<file path="src/rtl/hilo_unit_pkg.sv">
// hilo_unit_pkg: shared constants for the HI/LO register block.
//   - HILO_SEL_LO / HILO_SEL_HI : encoding of mt_sel / mf_sel
//   - HILO_DATA_W               : default HI/LO and data-port width
//   - HILO_CNT_W                : default in-flight multiply counter width
//   - HILO_MUL_LAT              : MUL unit latency (issue to completion strobe)
package hilo_unit_pkg;

  localparam int HILO_DATA_W  = 32;
  localparam int HILO_CNT_W   = 3;
  localparam int HILO_MUL_LAT = 6;

  localparam logic HILO_SEL_LO = 1'b0;
  localparam logic HILO_SEL_HI = 1'b1;

endpackage

</file>
<file path="src/rtl/hilo_unit_scoreboard.sv">
// hilo_scoreboard: saturating up/down count of multiplies in flight.
// Ports:
//   clk, reset        : clock, synchronous active-high reset
//   flush             : drops all in-flight multiplies (count -> 0)
//   mul_issue         : a multiply enters MUL this cycle
//   mul_done          : MUL completion strobe
//   busy              : registered (count != 0)
//   seq_err           : sticky overflow/underflow flag, cleared by reset only
module hilo_scoreboard #(
  parameter int CNT_W = 3
) (
  input  logic clk,
  input  logic reset,
  input  logic flush,
  input  logic mul_issue,
  input  logic mul_done,
  output logic busy,
  output logic seq_err
);

  localparam logic [CNT_W-1:0] CNT_ZERO = {CNT_W{1'b0}};
  localparam logic [CNT_W-1:0] CNT_ONE  = {{(CNT_W-1){1'b0}}, 1'b1};
  localparam logic [CNT_W-1:0] CNT_MAX  = {CNT_W{1'b1}};

  logic [CNT_W-1:0] r_cnt;
  logic             r_busy;
  logic             r_err;
  logic [CNT_W-1:0] w_cnt_nxt;
  logic             w_err_nxt;

  // Next count and error flag; flush wins and never raises an error.
  always_comb begin
    w_cnt_nxt = r_cnt;
    w_err_nxt = r_err;
    if (flush) begin
      w_cnt_nxt = CNT_ZERO;
    end else begin
      case ({mul_issue, mul_done})
        2'b10: begin
          if (r_cnt == CNT_MAX) begin
            w_err_nxt = 1'b1;            // saturate
          end else begin
            w_cnt_nxt = r_cnt + CNT_ONE;
          end
        end
        2'b01: begin
          if (r_cnt == CNT_ZERO) begin
            w_err_nxt = 1'b1;            // completion with nothing in flight
          end else begin
            w_cnt_nxt = r_cnt - CNT_ONE;
          end
        end
        2'b11: begin
          // Count is unchanged; a completion with nothing in flight is
          // still an unmatched strobe.
          if (r_cnt == CNT_ZERO) begin
            w_err_nxt = 1'b1;
          end else begin
            w_err_nxt = r_err;
          end
        end
        default: begin
          w_cnt_nxt = r_cnt;
        end
      endcase
    end
  end

  // Counter, registered busy and sticky error state.
  always_ff @(posedge clk) begin
    if (reset) begin
      r_cnt  <= CNT_ZERO;
      r_busy <= 1'b0;
      r_err  <= 1'b0;
    end else begin
      r_cnt  <= w_cnt_nxt;
      r_busy <= (w_cnt_nxt != CNT_ZERO);
      r_err  <= w_err_nxt;
    end
  end

  assign busy    = r_busy;
  assign seq_err = r_err;

endmodule

</file>
<file path="src/rtl/hilo_unit.sv">
// hilo_unit: architectural HI/LO registers at the consumer end of MUL.
// Captures mul_hi/mul_lo on mul_done, accepts MTHI/MTLO while no multiply
// is in flight, and returns MFHI/MFLO through a one-entry output register
// handshaked with writeback (mf_valid / wb_allin).
// Ports:
//   clk, reset, flush              : clock, sync active-high reset, pipeline flush
//   mul_issue, mul_done            : multiply issue / completion strobes
//   mul_hi, mul_lo                 : MUL results, valid with mul_done
//   mt_en, mt_sel, mt_data, mt_ready : move-to request and acceptance
//   mf_req, mf_sel, mf_ready       : move-from request and acceptance
//   mf_valid, mf_data, wb_allin    : output register and WB handshake
//   busy, hi_q, lo_q, seq_err      : status and architectural state
module hilo_unit
  import hilo_unit_pkg::*;
#(
  parameter int DATA_W = HILO_DATA_W,
  parameter int CNT_W  = HILO_CNT_W
) (
  input  logic              clk,
  input  logic              reset,
  input  logic              flush,
  input  logic              mul_issue,
  input  logic              mul_done,
  input  logic [DATA_W-1:0] mul_hi,
  input  logic [DATA_W-1:0] mul_lo,
  input  logic              mt_en,
  input  logic              mt_sel,
  input  logic [DATA_W-1:0] mt_data,
  output logic              mt_ready,
  input  logic              mf_req,
  input  logic              mf_sel,
  output logic              mf_ready,
  output logic              mf_valid,
  output logic [DATA_W-1:0] mf_data,
  input  logic              wb_allin,
  output logic              busy,
  output logic [DATA_W-1:0] hi_q,
  output logic [DATA_W-1:0] lo_q,
  output logic              seq_err
);

  localparam logic [DATA_W-1:0] DATA_ZERO = {DATA_W{1'b0}};

  logic              w_busy;
  logic              w_sb_err;
  logic              w_mt_ready;
  logic              w_mf_ready;
  logic              w_mt_acc;
  logic              w_mf_acc;

  logic [DATA_W-1:0] r_hi;
  logic [DATA_W-1:0] r_lo;
  logic              r_mf_valid;
  logic [DATA_W-1:0] r_mf_data;

  logic [DATA_W-1:0] w_hi_nxt;
  logic [DATA_W-1:0] w_lo_nxt;
  logic              w_mf_valid_nxt;
  logic [DATA_W-1:0] w_mf_data_nxt;

  hilo_scoreboard #(
    .CNT_W (CNT_W)
  ) u_scoreboard (
    .clk       (clk),
    .reset     (reset),
    .flush     (flush),
    .mul_issue (mul_issue),
    .mul_done  (mul_done),
    .busy      (w_busy),
    .seq_err   (w_sb_err)
  );

  // Handshake readiness depends only on state and wb_allin.
  always_comb begin
    w_mt_ready = ~w_busy;
    w_mf_ready = ~w_busy & (~r_mf_valid | wb_allin);
    w_mt_acc   = mt_en  & w_mt_ready & ~flush;
    w_mf_acc   = mf_req & w_mf_ready & ~flush;
  end

  // HI/LO next state: committed state survives flush; a completion
  // coinciding with flush belongs to a squashed multiply and is dropped.
  always_comb begin
    w_hi_nxt = r_hi;
    w_lo_nxt = r_lo;
    if (flush) begin
      w_hi_nxt = r_hi;
    end else if (mul_done) begin
      w_hi_nxt = mul_hi;
      w_lo_nxt = mul_lo;
    end else if (w_mt_acc) begin
      case (mt_sel)
        HILO_SEL_HI: w_hi_nxt = mt_data;
        default:     w_lo_nxt = mt_data;
      endcase
    end else begin
      w_hi_nxt = r_hi;
    end
  end

  // Output register: reads use pre-edge HI/LO, so a same-cycle MT to the
  // same register is not forwarded.
  always_comb begin
    w_mf_valid_nxt = r_mf_valid;
    w_mf_data_nxt  = r_mf_data;
    if (flush) begin
      w_mf_valid_nxt = 1'b0;
    end else if (w_mf_acc) begin
      w_mf_valid_nxt = 1'b1;
      case (mf_sel)
        HILO_SEL_HI: w_mf_data_nxt = r_hi;
        default:     w_mf_data_nxt = r_lo;
      endcase
    end else if (wb_allin) begin
      w_mf_valid_nxt = 1'b0;
    end else begin
      w_mf_valid_nxt = r_mf_valid;
    end
  end

  // Architectural and output register state.
  always_ff @(posedge clk) begin
    if (reset) begin
      r_hi       <= DATA_ZERO;
      r_lo       <= DATA_ZERO;
      r_mf_valid <= 1'b0;
      r_mf_data  <= DATA_ZERO;
    end else begin
      r_hi       <= w_hi_nxt;
      r_lo       <= w_lo_nxt;
      r_mf_valid <= w_mf_valid_nxt;
      r_mf_data  <= w_mf_data_nxt;
    end
  end

  assign mt_ready = w_mt_ready;
  assign mf_ready = w_mf_ready;
  assign mf_valid = r_mf_valid;
  assign mf_data  = r_mf_data;
  assign busy     = w_busy;
  assign hi_q     = r_hi;
  assign lo_q     = r_lo;
  assign seq_err  = w_sb_err;

endmodule

</file>
<file path="config.mk">
export PLATFORM = sky130hd
export DESIGN_NAME = hilo_unit
export DESIGN_NICKNAME = d
export VERILOG_FILES = /design/src/rtl/hilo_unit_pkg.sv /design/src/rtl/hilo_unit_scoreboard.sv /design/src/rtl/hilo_unit.sv
export SDC_FILE = /design/constraint.sdc
export NUM_CORES = 1
export LEC_CHECK = 0
export BUFFER_PORTS_ARGS = -buffer_cell sky130_fd_sc_hd__clkbuf_2
export CORE_MARGIN = 2
export CORE_UTILIZATION = 50
export CTS_CLUSTER_SIZE = 30
export DETAILED_ROUTE_END_ITERATION = 7
export PLACE_DENSITY = 0.79
export SYNTH_ARGS = -nofsm -noshare
export SYNTH_HDL_FRONTEND = slang
export SYNTH_HIERARCHICAL = 1
export SYNTH_SLANG_ARGS = --single-unit
</file>
<file path="constraint.sdc">
create_clock -name clk -period 1.78 [get_ports clk]
set_clock_uncertainty 0.05 [all_clocks]
set_input_delay 0.267 -clock clk [delete_from_list [all_inputs] [get_ports clk]]
set_output_delay 0.267 -clock clk [all_outputs]
set_load 0.005 [all_outputs]
</file>
==> summary.md <==
| Metric | Value |
|---|---|
| Hold Crit Endpoint | mf_valid |
| Clock root cell | clkbuf_16 |
| Post-CTS setup buffers | 0 |
| Total GRT Usage | 0.270 |
| Overall power | between 5 and 6 mW |
| FF-to-FF path depth | 6 |
| I/O pin cnt | between 200 and 250 |
| Top FF cell, synth | dfxtp_1 |
| Worst-path fanout max | 4 |
| Clk pwr share | 0.341 |
| Hold depth | 3 |
| Initial antenna violation count | 0 |
| Setup TNS | 0 ns |
| Post-synth net total | 724 |
| Endpoint type of the worst setup path | flop |
| DR iter-0 viols | between 400 and 500 |
| Switching share of power | 0.282 |
| Tightest Hold Check Type | in -> reg |
| Hold Buf Count CTS | 0 |
| Fillers | between 900 and 1000 |
| Vias | around 5600 |
| Largest net degree at the start of global routing | between 60 and 70 |
| Logic pwr share | 0.204 |
| Ys Warns | 6 |
| Vert. Die Dim | 111 um |
| Sequential Power Share | 0.455 |
| Post-Layout Cell Count | 932 |
| Unique masters post-synth | 37 |
| Yosys reg bits | a little over 100 |
| Gpl congestion | 0.909 |
| Vias in the first global route | roughly 5500 |
| Crit Reg-Reg Startpoint | u_scoreboard/r_cnt[0] |
| # rows | 39 |
| Cell family with most CP delay | compound AO/OA/AOI/OAI gates |
| EDFF count, synth | 0 |
| Htree depth | 3 |
| Max_cap viols | 0 |
| Final setup violation count | 0 |
| Peak VDD IR | between 400 and 500 uV |
| Post-synthesis cell count | about 610 |
| Final #Nets | around 900 |
| Final worst path period share | 0.952 |
| CP Buf/Inv Count | 1 |
| Post-DR vias/cell | a little over 6 |
| First-pass GRT wire length | approximately 28000 um |
| Port Buffer Count | slightly above 200 |
| Diode count | 0 |
| Die X | roughly 110 um |
| Post-Syn Area | between 5000 and 6000 um^2 |
| Mean Syn Cell Area | ~9.4 um^2 |
| Setup CP Type | reg -> reg |
| Slowest cell on crit path | dfxtp_1 |
| Drt first pass iters | 4 |
| Total CTS buffers | 9 |
| Dpl cells | 916 |
| Post-Route WL | approximately 17000 um |
| CTS tree | yes |
| ANT nets after route | 0 |
| Async S/R FF share, synth | 0 |
| Rel. slew slack | 0.683 |
| Power Density | between 700 and 800 nW/um^2 |
| PostCTS Resize Cnt | 0 |
| RSZ-0062 raised after global routing | false |
| Hold wc startpoint | mf_req |
| Worst slew pin tran | ~0.46 ns |
| Layout area overhead | 26.3% |
| Sw power | roughly 1.6 mW |
| Clk sinks | 102 |
| Critical Path, Cell by Cell | inv_1 -> ha_1 -> nor2b_1 -> a22oi_1 -> o21ai_0 -> a221o_1 |
| Clock transition at path regs | about 0.070 ns |
| Initial Util | 0.508 |
| Total global routing overflow | 0 |
| Pins Over Slew Limit | 0 |
| Startpoint types | flop |
| Reg-to-reg slack, setup | 0.09 ns |
| DRC viols | 0 |
| Die area | between 10000 and 15000 um^2 |
| Worst EP required | just under 2 ns |
| Bufs on Longest Clock Path | 2 |
| Cell Int Power | a little over 4 mW |
| Fmax achieved | a little under 600 MHz |
| Worst skew pair latency | 0.35 ns |
| Worst r2r dst | u_scoreboard/busy |
| DPL Wire Length | 12100 um |
| Status | complete, no violations |
| Tmin final | 1.69 ns |
| Register area share after synthesis | 0.355 |
| CP startpoint | u_scoreboard/r_cnt[0] |
| WP data arrival | 1.88 ns |
| Leakage power | about 2.9 nW |
| Crit-path max cell delay | around 0.38 ns |
| Proportion of layout cells with a drive suffix above 1 | 0.349 |
| Hold Violations, Final | 0 |
| Core area | 11300 um^2 |
| Routed WL per cell | ~19 um |
| Critical path depth | 6 |
flip-flops by register name, summed over array words and instances, names as in the netlist:
| signal | cells |
|---|---|
| hi_q | 32 |
| u_scoreboard/seq_err | 1 |
| mf_data | 32 |
| lo_q | 32 |
| mf_valid | 1 |
| u_scoreboard/busy | 1 |
| u_scoreboard/r_cnt | 3 |
cells in the mapped netlist, drive strengths merged (4+ instances only):
library cell	number	share of area
a2111oi	51	0.10
a211oi	35	0.046
a21oi	33	0.029
buf	30	0.033
clkbuf	42	0.027
dfxtp	102	0.35
ha	5	0.011
inv	7	0.0046
mux2i	33	0.057
nand2	12	0.0078
nor2	4	0.0026
nor2b	63	0.069
nor3	46	0.040
nor3b	62	0.083
o311a	9	0.016
o31a	51	0.078
worst max path at each step:
stage                                   end  slack [ns]
after detailed placement  u_scoreboard/busy        0.01
final                     u_scoreboard/busy        0.09
after global routing               lo_q[24]        0.02
after floorplan           u_scoreboard/busy        0.24
after CTS                 u_scoreboard/busy        0.11
after global placement    u_scoreboard/busy        0.14
layout by cell type, fill, tap and decap left out, drive strengths merged, types with 2 or more instances in the layout:
| master | n |
|---|---|
| o311a | 9 |
| clkbuf | 214 |
| ha | 5 |
| clkinv | 4 |
| o21ai | 3 |
| nor2 | 4 |
| nor4 | 2 |
| o221ai | 3 |
| nor3b | 62 |
| and3b | 2 |
| a21boi | 3 |
| nor2b | 63 |
| a2111oi | 51 |
| nor3 | 46 |
| o22ai | 2 |
| buf | 29 |
| o31a | 51 |
| mux2i | 33 |
| dfxtp | 102 |
| inv | 7 |
| nand2 | 12 |
| and2 | 2 |
| nand2b | 3 |
| a211oi | 35 |
| a21oi | 33 |
logic make-up (layout without fill, tap and decap cells):
| group | after synthesis | in the layout | synth area share |
|---|---|---|---|
| buf+inv | 79 | 255 | 0.0650 |
| fa+ha+maj | 5 | 5 | 0.0109 |
| mux | 33 | 33 | 0.0574 |
| compound gates | 195 | 195 | 0.295 |
| simple gates | 199 | 199 | 0.217 |
| flops | 102 | 102 | 0.355 |
power groups by stage:
stage / registers, mW / logic (mW) / clock network, mW
floorplan: 2.63 / 0.669 / 0
global placement: 2.63 / 1.12 / 0
detailed placement: 2.64 / 1.16 / 0
CTS: 2.59 / 1.16 / 1.96
global route: 2.62 / 1.27 / 2.07
finish: 2.60 / 1.16 / 1.95
tightest hold or removal path, cell delays in order:
cell	delay, ns
clkbuf_2	0.09
nand2_1	0.06
a211oi_1	0.06
layer usage:
metal / vias up / part of all wire / GRT usage / wire (um)
li1: 2703 / - / - / -
met1: 2696 / 0.43 / 0.341 / 7450
met4: 0 / 0.026 / 0.114 / 454
met3: 40 / 0.059 / 0.0487 / 1030
met2: 208 / 0.48 / 0.453 / 8350
met5: - / 0 / 0 / 0
stage by stage:
stage	utilization	hold slack [ns]	area, um^2	worst slack (ns)
final	0.642	0.129	7260	0.0857
after global placement	0.617	0.414	6980	0.141
after floorplan	-	0.289	5750	0.236
after global routing	0.642	0.152	7260	0.0211
after detailed placement	0.617	0.425	6980	0.0135
after CTS	0.642	0.124	7260	0.114
final cells by class:
cell class,count,area [um^2],share of cell area
clock buffer,11,233,0.0320
clock inverter,5,50.0,0.00689
inverter,7,26.3,0.00362
multi-input combinational,432,3350,0.461
sequential,102,2040,0.281
tap,143,179,0.0246
timing repair buffer,232,1380,0.190
Power figures use the tool's default switching activity.
